### src/rtl/banner_pkg.sv
`default_nettype none
// ============================================================================
// Module      : banner_pkg
// Description : Shared types and geometry for the banner sequencer.
//               state_t     - game lifecycle states
//               banner_id_t - banner identifiers for the colour mapper
//               Banner widths/heights, screen centre and pixel scale.
// Config      : BANNER_SCALE2_EN - when defined every ROM pixel is drawn
//               2x2 (SCALE = 2); otherwise 1x.
// Revision    : 1.0 - initial release
// ============================================================================
package banner_pkg;

  typedef enum logic [2:0] {
    TITLE     = 3'd0,
    PLAY      = 3'd1,
    BOSS_SHOW = 3'd2,
    GAMEOVER  = 3'd3,
    WIN       = 3'd4
  } state_t;

  typedef enum logic [2:0] {
    ID_NONE     = 3'd0,
    ID_GALAGA   = 3'd1,
    ID_PRESS    = 3'd2,
    ID_BOSS     = 3'd3,
    ID_GAMEOVER = 3'd4,
    ID_WIN      = 3'd5
  } banner_id_t;

  localparam int SCREEN_CX  = 320;

  localparam int GALAGA_W   = 96;
  localparam int GAMEOVER_W = 128;
  localparam int WIN_W      = 112;
  localparam int BOSS_W     = 64;
  localparam int MAIN_H     = 16;

  localparam int PRESS_W    = 55;
  localparam int PRESS_H    = 5;

`ifdef BANNER_SCALE2_EN
  localparam int SCALE = 2;
`else
  localparam int SCALE = 1;
`endif

endpackage
`default_nettype wire

### src/rtl/banner_window.sv
`default_nettype none
// ============================================================================
// Module      : banner_window
// Description : Hit test of the draw coordinate against one banner window
//               and the ROM row/column of the pixel inside it.
// Ports       : draw_x, draw_y - current pixel (10 bit)
//               ox, oy         - window origin (11 bit)
//               w, h           - window size on screen (already scaled)
//               hit            - pixel lies inside the window
//               row, col       - ROM row / column of the pixel
// Config      : BANNER_SCALE2_EN - row/col are the screen offsets halved.
// Revision    : 1.0 - initial release
// ============================================================================
module banner_window #(
  parameter int ROW_BITS = 4,
  parameter int COL_BITS = 7
) (
  input  logic [9:0]          draw_x,
  input  logic [9:0]          draw_y,
  input  logic [10:0]         ox,
  input  logic [10:0]         oy,
  input  logic [10:0]         w,
  input  logic [10:0]         h,
  output logic                hit,
  output logic [ROW_BITS-1:0] row,
  output logic [COL_BITS-1:0] col
);

  // 11-bit signed offsets: coordinates left of / above the origin go negative
  logic signed [10:0] dx;
  logic signed [10:0] dy;

  assign dx = $signed({1'b0, draw_x} - ox);
  assign dy = $signed({1'b0, draw_y} - oy);

  assign hit = (dx >= 11'sd0) && (dx < $signed(w)) &&
               (dy >= 11'sd0) && (dy < $signed(h));

`ifdef BANNER_SCALE2_EN
  assign row = dy[ROW_BITS:1];
  assign col = dx[COL_BITS:1];
`else
  assign row = dy[ROW_BITS-1:0];
  assign col = dx[COL_BITS-1:0];
`endif

endmodule
`default_nettype wire

### src/rtl/banner_ctrl.sv
`default_nettype none
// ============================================================================
// Module      : banner_ctrl
// Description : Sequences the GALAGA / PRESS ENTER / BOSS / GAME OVER /
//               YOU WIN banners over the game lifecycle, addresses the
//               banner ROMs from the draw coordinates and produces a
//               registered per-pixel lit flag and banner id.
// Ports       : Clk, Reset (sync, active high)
//               frame_tick, enter_key, boss_level, player_dead, all_cleared
//               DrawX, DrawY           - current pixel
//               main_addr, press_addr  - ROM row addresses (combinational)
//               *_data                 - ROM rows
//               pixel_on, pixel_id     - registered pixel result
//               game_active, state_out - status
// Config      : BANNER_SCALE2_EN - draw every ROM pixel 2x2.
// Revision    : 1.0 - initial release
// ============================================================================
module banner_ctrl
  import banner_pkg::*;
#(
  parameter int HOLD_FRAMES = 180,
  parameter int BLINK_LOG2  = 5,
  parameter int BANNER_Y    = 232,
  parameter int PRESS_Y     = 256
) (
  input  logic         Clk,
  input  logic         Reset,
  input  logic         frame_tick,
  input  logic         enter_key,
  input  logic         boss_level,
  input  logic         player_dead,
  input  logic         all_cleared,
  input  logic [9:0]   DrawX,
  input  logic [9:0]   DrawY,
  output logic [3:0]   main_addr,
  output logic [2:0]   press_addr,
  input  logic [95:0]  galaga_data,
  input  logic [127:0] gameover_data,
  input  logic [111:0] win_data,
  input  logic [63:0]  boss_data,
  input  logic [54:0]  press_data,
  output logic         pixel_on,
  output logic [2:0]   pixel_id,
  output logic         game_active,
  output logic [2:0]   state_out
);

  localparam logic [15:0] HOLD_INIT  = 16'(HOLD_FRAMES);
  localparam logic [10:0] MAIN_H_S   = 11'(MAIN_H * SCALE);
  localparam logic [10:0] PRESS_W_S  = 11'(PRESS_W * SCALE);
  localparam logic [10:0] PRESS_H_S  = 11'(PRESS_H * SCALE);
  localparam logic [10:0] PRESS_OX   = 11'(SCREEN_CX - (PRESS_W * SCALE) / 2);
  localparam logic [10:0] CX         = 11'(SCREEN_CX);

  state_t      state;
  logic [15:0] hold_cnt;
  logic [7:0]  blink_cnt;
  logic        enter_q;

  logic hold_done;
  logic blink_vis;
  logic enter_rise;

  assign hold_done  = (hold_cnt == 16'd0);
  assign blink_vis  = ~blink_cnt[BLINK_LOG2];
  // Edge-triggered ENTER so a key held across a state change never retriggers
  assign enter_rise = enter_key & ~enter_q;

  // --------------------------------------------------------------------------
  // Lifecycle FSM with hold and blink counters
  // --------------------------------------------------------------------------
  always_ff @(posedge Clk) begin
    if (Reset) begin
      state     <= TITLE;
      hold_cnt  <= 16'd0;
      blink_cnt <= 8'd0;
      enter_q   <= 1'b0;
    end else begin
      enter_q <= enter_key;
      if (frame_tick)
        blink_cnt <= blink_cnt + 8'd1;
      if (frame_tick && !hold_done)
        hold_cnt <= hold_cnt - 16'd1;

      // Loads below are written after the decrement so they take precedence
      case (state)
        TITLE: begin
          if (enter_rise)
            state <= PLAY;
        end
        PLAY: begin
          if (player_dead) begin
            state    <= GAMEOVER;
            hold_cnt <= HOLD_INIT;
          end else if (all_cleared) begin
            state    <= WIN;
            hold_cnt <= HOLD_INIT;
          end else if (boss_level) begin
            state    <= BOSS_SHOW;
            hold_cnt <= HOLD_INIT;
          end
        end
        BOSS_SHOW: begin
          if (player_dead) begin
            state    <= GAMEOVER;
            hold_cnt <= HOLD_INIT;
          end else if (all_cleared) begin
            state    <= WIN;
            hold_cnt <= HOLD_INIT;
          end else if (hold_done) begin
            state <= PLAY;
          end
        end
        GAMEOVER, WIN: begin
          if (enter_rise && hold_done)
            state <= TITLE;
        end
        default: state <= TITLE;
      endcase
    end
  end

  assign game_active = (state == PLAY) || (state == BOSS_SHOW);
  assign state_out   = state;

  // --------------------------------------------------------------------------
  // Banner selection and windows
  // --------------------------------------------------------------------------
  banner_id_t  main_id;
  logic [10:0] main_w_s;
  logic [10:0] main_ox;
  logic        main_hit;
  logic [3:0]  main_row;
  logic [6:0]  main_col;
  logic        main_bit;

  logic        press_hit;
  logic [2:0]  press_row;
  logic [5:0]  press_col;
  logic        press_vis;

  logic [6:0]  gal_idx;
  logic [6:0]  go_idx;
  logic [6:0]  win_idx;
  logic [5:0]  boss_idx;
  logic [5:0]  press_idx;

  // Column 0 is the leftmost pixel, stored in the MSB of each ROM row
  assign gal_idx   = 7'(GALAGA_W - 1)   - main_col;
  assign go_idx    = 7'(GAMEOVER_W - 1) - main_col;
  assign win_idx   = 7'(WIN_W - 1)      - main_col;
  assign boss_idx  = 6'(BOSS_W - 1)     - main_col[5:0];
  assign press_idx = 6'(PRESS_W - 1)    - press_col;

  always_comb begin
    main_id  = ID_NONE;
    main_w_s = 11'd0;
    main_bit = 1'b0;
    case (state)
      TITLE: begin
        main_id  = ID_GALAGA;
        main_w_s = 11'(GALAGA_W * SCALE);
        main_bit = galaga_data[gal_idx];
      end
      BOSS_SHOW: begin
        main_id  = ID_BOSS;
        main_w_s = 11'(BOSS_W * SCALE);
        main_bit = boss_data[boss_idx];
      end
      GAMEOVER: begin
        main_id  = ID_GAMEOVER;
        main_w_s = 11'(GAMEOVER_W * SCALE);
        main_bit = gameover_data[go_idx];
      end
      WIN: begin
        main_id  = ID_WIN;
        main_w_s = 11'(WIN_W * SCALE);
        main_bit = win_data[win_idx];
      end
      default: ;
    endcase
  end

  // Centre the main banner horizontally
  assign main_ox = CX - (main_w_s >> 1);

  // PRESS ENTER blinks on TITLE, and on GAMEOVER/WIN only once the hold ends
  assign press_vis = blink_vis &&
                     ((state == TITLE) ||
                      (((state == GAMEOVER) || (state == WIN)) && hold_done));

  banner_window #(
    .ROW_BITS (4),
    .COL_BITS (7)
  ) u_main_win (
    .draw_x (DrawX),
    .draw_y (DrawY),
    .ox     (main_ox),
    .oy     (11'(BANNER_Y)),
    .w      (main_w_s),
    .h      (MAIN_H_S),
    .hit    (main_hit),
    .row    (main_row),
    .col    (main_col)
  );

  banner_window #(
    .ROW_BITS (3),
    .COL_BITS (6)
  ) u_press_win (
    .draw_x (DrawX),
    .draw_y (DrawY),
    .ox     (PRESS_OX),
    .oy     (11'(PRESS_Y)),
    .w      (PRESS_W_S),
    .h      (PRESS_H_S),
    .hit    (press_hit),
    .row    (press_row),
    .col    (press_col)
  );

  assign main_addr  = main_row;
  assign press_addr = press_row;

  // --------------------------------------------------------------------------
  // Registered pixel result; main banner wins where windows overlap
  // --------------------------------------------------------------------------
  always_ff @(posedge Clk) begin
    if (Reset) begin
      pixel_on <= 1'b0;
      pixel_id <= ID_NONE;
    end else if ((main_id != ID_NONE) && main_hit) begin
      pixel_on <= main_bit;
      pixel_id <= main_id;
    end else if (press_vis && press_hit) begin
      pixel_on <= press_data[press_idx];
      pixel_id <= ID_PRESS;
    end else begin
      pixel_on <= 1'b0;
      pixel_id <= ID_NONE;
    end
  end

endmodule
`default_nettype wire

### config.mk
export PLATFORM = sky130hd
export DESIGN_NAME = banner_ctrl
export DESIGN_NICKNAME = d
export VERILOG_FILES = /design/src/rtl/banner_pkg.sv /design/src/rtl/banner_window.sv /design/src/rtl/banner_ctrl.sv
export SDC_FILE = /design/constraint.sdc
export NUM_CORES = 1
export LEC_CHECK = 0
export ABC_AREA = 0
export CAP_MARGIN = 25
export CORE_AREA = 2 2 193 195
export CTS_CLUSTER_DIAMETER = 120
export DETAILED_ROUTE_END_ITERATION = 8
export DIE_AREA = 0 0 195 197
export GPL_ROUTABILITY_DRIVEN = 1
export HOLD_SLACK_MARGIN = 0.12
export SLEW_MARGIN = 20
export SYNTH_ARGS = -nofsm -noshare
export SYNTH_HDL_FRONTEND = slang
export SYNTH_HIERARCHICAL = 1
export SYNTH_SLANG_ARGS = --single-unit
### constraint.sdc
create_clock -name Clk -period 8.23 [get_ports Clk]
set_input_delay 2.469 -clock Clk [delete_from_list [all_inputs] [get_ports Clk]]
set_output_delay 2.469 -clock Clk [all_outputs]
set_load 0.005 [all_outputs]
Word-level counts from Yosys, hierarchy flattened:

Cells that the tools add are included.
Widths: inputs -> output; s select.

* register bits after elaboration: 32
* output and inout port bits: 15

* add/sub/neg operators: 12
* order comparisons: 13
* eq/ne operators: 8
* mux-type cells: 33
* bitwise logic cells: 3
* reduce and logical (&&, ||, !) cells: 21

Operators by type and width (number)
* $mux 16: 6
* $ge 11x1->1 const B: 4
* $pmux 16 s2: 1
* $pmux 8 s4: 1
* $mux 3: 9
* $lt 7x8->1 const B: 3
* $pmux 3 s4: 2
* $sub 10x9->11 const B: 2
* $bmux 1 s7: 3
* $sub 7x7->7 const A: 3
* $logic_not 16->1: 1
* $sub 16x1->16 const B: 1
* $lt 6x7->1 const B: 2
* $bmux 1 s6: 2
* $logic_and 1x1->1: 12
* $sub 6x6->6 const A: 2
* $lt 11x4->1 const B: 1
* $lt 11x6->1 const B: 1
* $lt 11x7->1 const B: 1
* $lt 11x9->1: 1
* $sub 10x11->11: 1
* $sub 10x8->11 const B: 1
* $sub 9x10->11 const A: 1
* $add 8x1->8 const B: 1
* 16 further kinds: 28

Logic depth before layout (Yosys ltp):

Gate-level depths: netlist of the first run.

* depth after elaboration: 10
* depth in mapped cells: 23
* mapped depth without buffers: 22

Hierarchy:

Netlist of the first run, hierarchy kept.

By module, submodules not included
* banner_ctrl: instances 1, cells an instance 551, area each 5421.4 µm², seq. area each 600.6 µm²
* banner_window at u_press_win: instances 1, cells an instance 210, area each 1503.9 µm², seq. area each 0.0 µm²
* banner_window at u_main_win: instances 1, cells an instance 206, area each 1477.7 µm², seq. area each 0.0 µm²

Worst setup path before layout of the first run:

No wires, ideal clock.

* kind: in2out
* start: input DrawY[1]
* end: output main_addr[3]
* arrival: 3245 ps
* path slack: 2516 ps
* stages: 5
* buffers on the path: 0
* cells stage by stage: ha_1 > nor2b_1 > o21ai_0 > nand2_1 > xor2_1

* word-level cells in the longest chain between the ends: 1

RTL lines
* from (decl): RTL line banner_ctrl.sv:34 `input logic [9:0] DrawY,`
* $sub 10x8->11: RTL line banner_window.sv:34 `assign dy = $signed({1'b0, draw_y} - oy);`
* to (decl): RTL line banner_ctrl.sv:35 `output logic [3:0] main_addr,`

No other way between the ends.

Final worst setup path of the first run:

Ends and elaborated chain as after synthesis.

==> metrics.csv, run 1 <==
metric,value,unit
outcome,completed,
vias_per_cell,4.79,
grt_usage,19.6,%
synthCells,967,
place_hpwl,34100,µm
highest_layer,met5,
clock-sinks,30,
drt_iter0_markers,233,
ant_nets,0,
vdd_ir_drop_max,0.116,mV
antenna_found_initial,4,
critPathLaunchType,input pin,
final.min_clock_period,6990,ps
crit_fanout,4,
fin_setup_tns,0,ps
wl_met1,14900,µm
post-place-ws,1260,ps
path_cells,"clkdlybuf4s50_1, ha_1, nor2b_1, o21ai_0, nand2_1, xor2_1, clkdlybuf4s50_1",
crit_top_cell,clkdlybuf4s50_1,
crit_start,DrawY[1],
ys_seq_elements,30,
fin_nets,2077,
cts_setup_buffers,0,
drc,0,
num_vias,9470,
grt_pass1_wl,57900,µm
hold_depth,2,
cts-root-buf,clkbuf_16,
worst_ep_arrival_time,4520,ps
clock_path_buffers,2,
slowest_delay,600,ps
fill_cells,3606,
syn-cell-area,8400,µm²
initial_core_util,23.2,%
min_path_type,reg2reg,
synth_cell_types,77,
seq_area_frac_synth,7.15,%
die_h,197,µm
met3WireLength,2110,µm
p_leak,5.54,nW
syn-mean-instance-area,8.69,µm²
ff2ff_path_depth,21,
regArea,601,µm²
met2_wirelength,21100,µm
port_buffers,496,
synth_warnings,6,
die_area,38400,µm²
drive_gt1_share,10.9,%
cp_top_family,buffers and inverters,
grt_max_degree,66,
async_flop_share,0,%
grt_pass1_vias,9767,
r2r_setup_slack,2830,ps
cts_tree,built,
endpoint_kind,primary output,
yosysTopAreaCellShare,24.9,%
critPathSlowestCell,clkdlybuf4s50_1,
fmax,143,MHz
r2r-end,pixel_id[0]$_SDFF_PP0_,
setup_violations,0,
drt-wirelength-per-cell,19.9,µm
numCtsBuffers,5,
routabilityCongestion,0.929,
first_pass_iters,5,
worstReg2RegStart,state_out[0]$_SDFFE_PP0P_,
synth-edff-count,0,
crit_cells,7,
die_x,195,µm
rows,70,
critical_path_buf_inv_count,2,
critical_path_class,in2out,
core-area,36300,µm²
relSlewSlack,40.3,%
final_util,39.7,%
routed_wl,39300,µm
io_pins,497,
clkTransAtPathRegs,50,ps
period_share,84.9,%
place_area,14200,µm²
max-cap-violations,0,
syn_to_final_growth,71.2,%
slew_violations,0,
multi_input_area,7530,µm²
cp-endpoint,main_addr[3],
yosysTopAreaCell,mux4_2,
cp.required,5760,ps
worst_pin_slew,894,ps
grt_overflow,0,
setup_ws,1240,ps
hold_viol,0,
rsz0062_at_grt,false,
synthFlopType,dfxtp_1,
final_area,14400,µm²
cts.repair.resized,0,
htreeDepth,2,
skew,5.49,ps
synthTopCellsByArea,"mux4_2 (25%), ha_1 (13%), dfxtp_1 (7.1%)",
powerDensity,177,nW/µm²
postCtsHoldBufs,0,
clkLatencyLatePin,280,ps
==> report_power, final <==
group          switching (mW)  internal, mW  total [mW]  leakage (nW)
logic                    1.10         0.976        2.08          5.20
clock network          0.0643         0.181       0.246        0.0971
registers              0.0459         0.179       0.225         0.245
total                    1.21          1.34        2.55          5.54
==> cell type report <==
| cell class | instances | share of cell area [%] |
|---|---|---|
| Antenna cell | 3 | 0.0522 |
| Clock buffer | 6 | 0.965 |
| Clock inverter | 2 | 0.417 |
| Tap cell | 468 | 4.07 |
| Timing Repair Buffer | 505 | 35.1 |
| Inverter | 109 | 2.86 |
| Sequential cell | 30 | 4.17 |
| Multi-Input combinational cell | 856 | 52.3 |
==> placed cells by master, fill, tap and decap left out, drive strengths merged, types with 27 or more instances in the layout <==
cell type,n
o21ai,33
mux2,27
nor3,31
a21oi,54
xor2,29
conb,81
mux2i,27
mux4,93
dfxtp,30
nor2,66
inv,108
ha,84
nand2,50
clkdlybuf4s50,496
==> tightest hold or removal path: stages, from the launching register on <==
cell and delay, ps:
dfxtp_1 340, nand2_1 70, a21oi_1 50
==> worst min-delay path by stage <==
stage / slack, ps / start / to
floorplan: 460 / blink_cnt[5]$_SDFFE_PP0P_ / blink_cnt[5]$_SDFFE_PP0P_
global placement: 480 / hold_cnt[3]$_SDFF_PP0_ / hold_cnt[3]$_SDFF_PP0_
detailed placement: 490 / hold_cnt[3]$_SDFF_PP0_ / hold_cnt[3]$_SDFF_PP0_
CTS: 500 / hold_cnt[3]$_SDFF_PP0_ / hold_cnt[3]$_SDFF_PP0_
global route: 530 / blink_cnt[5]$_SDFFE_PP0P_ / blink_cnt[5]$_SDFFE_PP0P_
finish: 510 / hold_cnt[3]$_SDFF_PP0_ / hold_cnt[3]$_SDFF_PP0_
==> layer usage <==
layer	vias to the layer above	track usage, %
met2	280	37.8
met3	52	3.59
met1	4454	21.6
met5	-	0
met4	2	6.19
li1	4682	-
==> sequential cells by signal, indices dropped and copies added, names as in the netlist <==
signal,count
blink_cnt,6
enter_q,1
hold_cnt,16
pixel_id,3
pixel_on,1
state_out,3
==> stage by stage <==
step           std cells  hold WS [ps]  power (mW)
2_1_floorplan       1046           459        1.56
3_3_place_gp        1968           481        2.29
3_5_place_dp        1968           487        2.33
4_1_cts             1976           504        2.59
5_1_grt             1979           529        2.78
6_report            1979           505        2.55
==> logic make-up (layout without fill, tap and decap cells) <==
| logic type | Yosys count | count (layout) | share of synthesized area [%] |
|---|---|---|---|
| and+or+nand+nor | 275 | 275 | 17.3 |
| xor gates and xnor gates | 54 | 54 | 5.63 |
| DFF | 30 | 30 | 7.15 |
| other | 2 | 84 | 0.0894 |
| buffers and inverters | 160 | 622 | 7.39 |
| muxes | 147 | 147 | 31.8 |
| adders and majority gates | 88 | 88 | 13.5 |
| AOI/OAI and AO/OA | 211 | 211 | 17.2 |
==> synthesized netlist by cell type, types with 4 or more instances <==
| master | n |
|---|---|
| a2111oi_0 | 11 |
| nand3b_1 | 9 |
| o21ai_0 | 26 |
| o22ai_1 | 21 |
| or4_1 | 5 |
| or3_1 | 7 |
| ha_1 | 84 |
| a211o_1 | 5 |
| o211ai_1 | 6 |
| nor4_1 | 11 |
| nor2_1 | 66 |
| fa_1 | 4 |
| mux4_2 | 93 |
| nand2b_1 | 18 |
| nor2b_1 | 20 |
| nand4_1 | 11 |
| nor3b_1 | 4 |
| dfxtp_1 | 30 |
| clkbuf_1 | 26 |
| o21a_1 | 6 |
| inv_1 | 108 |
| o21ai_1 | 6 |
| buf_1 | 9 |
| mux2_2 | 27 |
| mux2i_1 | 27 |
| a211oi_1 | 12 |
| a31oi_1 | 11 |
| buf_2 | 16 |
| o2111ai_1 | 4 |
| xnor2_1 | 25 |
| or2_2 | 5 |
| a21oi_1 | 53 |
| nand3_1 | 17 |
| nand2_1 | 49 |
| a22oi_1 | 4 |
| nor3_1 | 31 |
| a21o_1 | 8 |
| xor2_1 | 29 |
Power figures use the tool's default switching activity.
==> run 2, diff against run 1 <==
Clock period 8.23 ns to 7.08 ns, I/O delays scaled along.
==> run 2 against run 1 <==
  * Clock power decreased by 4%
  * Register-to-register slack got worse by 1100 ps
  * Utilization about the same
  * Final cell count increased by 0.25%
  * Non-clock buffer count increased by 6
  * Critical endpoint unchanged
==> metrics.csv, run 2 (synthesis gave the netlist of run 1 again) <==
metric,value,unit
die_x,195,µm
endpoint_kind,primary output,
fill_cells,3670,
power_frac_seq,8.6,%
numCtsBuffers,5,
drc,0,
worst_pin_slew,958,ps
io_pins,497,
final_common_cell,clkdlybuf4s50_1,
min_path_type,reg2reg,
cts.repair.resized,0,
critical_path_class,in2out,
met2_usage,39.0,%
vdd_ir_drop_max,0.141,mV
num_vias,9654,
rows,70,
fin_nets,2083,
worst_ep_arrival_time,4210,ps
cts_setup_buffers,0,
p_leak,5.55,nW
relSlewSlack,35.8,%
hold_end,hold_cnt[3]$_SDFF_PP0_,
grt_overflow,0,
grtUsageMet3,2.96,%
p_int,1.54,mW
ff2ff_path_depth,21,
grt_pass1_wl,58900,µm
skew,4.49,ps
grt_pass1_vias,9969,
vias_per_cell,4.87,
r2r_setup_slack,1700,ps
powerDensity,206,nW/µm²
grt_usage,20.0,%
period_share,89.5,%
hold_ws,495,ps
core-area,36300,µm²
antenna_found_initial,3,
routabilityCongestion,0.892,
setup_violations,0,
fin_setup_tns,0,ps
crit_fanout,4,
switchingPower,1.43,mW
hold_depth,2,
largest-register,hold_cnt,
place_hpwl,34700,µm
hold_start,hold_cnt[3]$_SDFF_PP0_,
grt_max_degree,66,
slew_violations,0,
critPathLaunchType,input pin,
die_area,38400,µm²
htreeDepth,2,
routed_wl,40100,µm
clock_path_buffers,2,
fin_cells,1984,
layout_common_cells,"clkdlybuf4s50_1 (496), inv_1 (107), mux4_2 (93)",
ant_nets,0,
die_h,197,µm
critPathSlowestCell,clkdlybuf4s50_1,
cp.required,4960,ps
use_met1,22.0,%
reg.largest.list,"hold_cnt x16, blink_cnt x6",
cts-root-buf,clkbuf_16,
worstReg2RegStart,state_out[0]$_SDFFE_PP0P_,
drt_iter0_markers,334,
postCtsHoldBufs,0,
hold_viol,0,
drt-wirelength-per-cell,20.2,µm
clock-sinks,30,
swShare,48.1,%
initial_core_util,23.2,%
port_buffers,496,
clkTransAtPathRegs,50,ps
max-cap-violations,0,
cts_tree,built,
outcome,completed,
final.min_clock_period,6330,ps
p_comb_share,83.4,%
first_pass_iters,4,
crit_top_cell,clkdlybuf4s50_1,
syn_to_final_growth,71.4,%
path_cells,"clkdlybuf4s50_1, ha_1, nor2b_1, o21ai_0, nand2_1, xor2_1, clkdlybuf4s50_1",
drive_gt1_share,11.2,%
power_frac_clock,8.0,%
r2r-end,pixel_id[0]$_SDFF_PP0_,
largest_reg_flops,16,
fmax,158,MHz
grt-busiest-layer,met2,
slowest_delay,610,ps
clkLatencyLatePin,270,ps
placedCellCount,1974,
rsz0062_at_grt,false,
run 2: cell count changes in the layout (fill, tap and decap cells not counted):
cell       delta
buf_12        +1
buf_4         +5
bufinv_16     -1
clkbuf_8      -1
clkinv_2      +2
diode_2       -1
xnor2_1       +1
xnor2_2       -1
run 2: cell type report:
type / count / area [µm²] / area share (%)
clock buffer: 5 / 125 / 0.869
inverter: 109 / 412 / 2.86
multi-input combinational: 856 / 7520 / 52.2
tap: 468 / 586 / 4.07
antenna: 2 / 5.00 / 0.0347
sequential: 30 / 601 / 4.17
timing repair buffer: 511 / 5110 / 35.5
clock inverter: 3 / 40.0 / 0.278
run 2: how the worst max path moves through the flow:
| stage | startpoint | endpoint | slack, ps | depth (start not counted) |
|---|---|---|---|---|
| after global placement | DrawY[1] | main_addr[3] | 760 | 7 |
| after CTS | DrawY[1] | main_addr[3] | 740 | 7 |
| final | DrawY[1] | main_addr[3] | 750 | 7 |
| after global routing | DrawX[2] | pixel_id[0]$_SDFF_PP0_ | 590 | 16 |
| after detailed placement | DrawX[2] | pixel_id[0]$_SDFF_PP0_ | 650 | 16 |
| after floorplan | DrawX[3] | pixel_id[0]$_SDFF_PP0_ | 1740 | 15 |
run 2: per-layer routing:
layer  vias to the layer above  wire, µm
met5                         -        13
met2                       290     21700
met1                      4608     15300
met4                         2      1140
met3                        48      2040
li1                       4706         -
run 2: per-stage QoR:
stage               area [µm²]  utilization (%)  power, mW  setup slack [ps]
global placement         14200             39.3       2.71               763
detailed placement       14200             39.3       2.74               651
CTS                      14400             39.7       2.99               742
floorplan                 8700                -       1.81              1740
global route             14400             39.7       3.23               595
finish                   14400             39.7       2.97               746
run 2: power groups by stage:
stage               clock network, mW  registers, mW  logic [mW]
floorplan                           0          0.242        1.57
global placement                    0          0.256        2.46
detailed placement                  0          0.258        2.48
CTS                             0.244          0.255        2.49
global route                    0.251          0.260        2.72
finish                          0.237          0.254        2.48
run 2: critical path, delay by kind of cell:
kind | cells | cell delay, ps
AO/OA/AOI/OAI | 1 | 240
XOR/XNOR | 1 | 200
adder cells (fa/ha/maj) | 1 | 270
AND/OR/NAND/NOR | 2 | 230
buffers and inverters | 2 | 1150
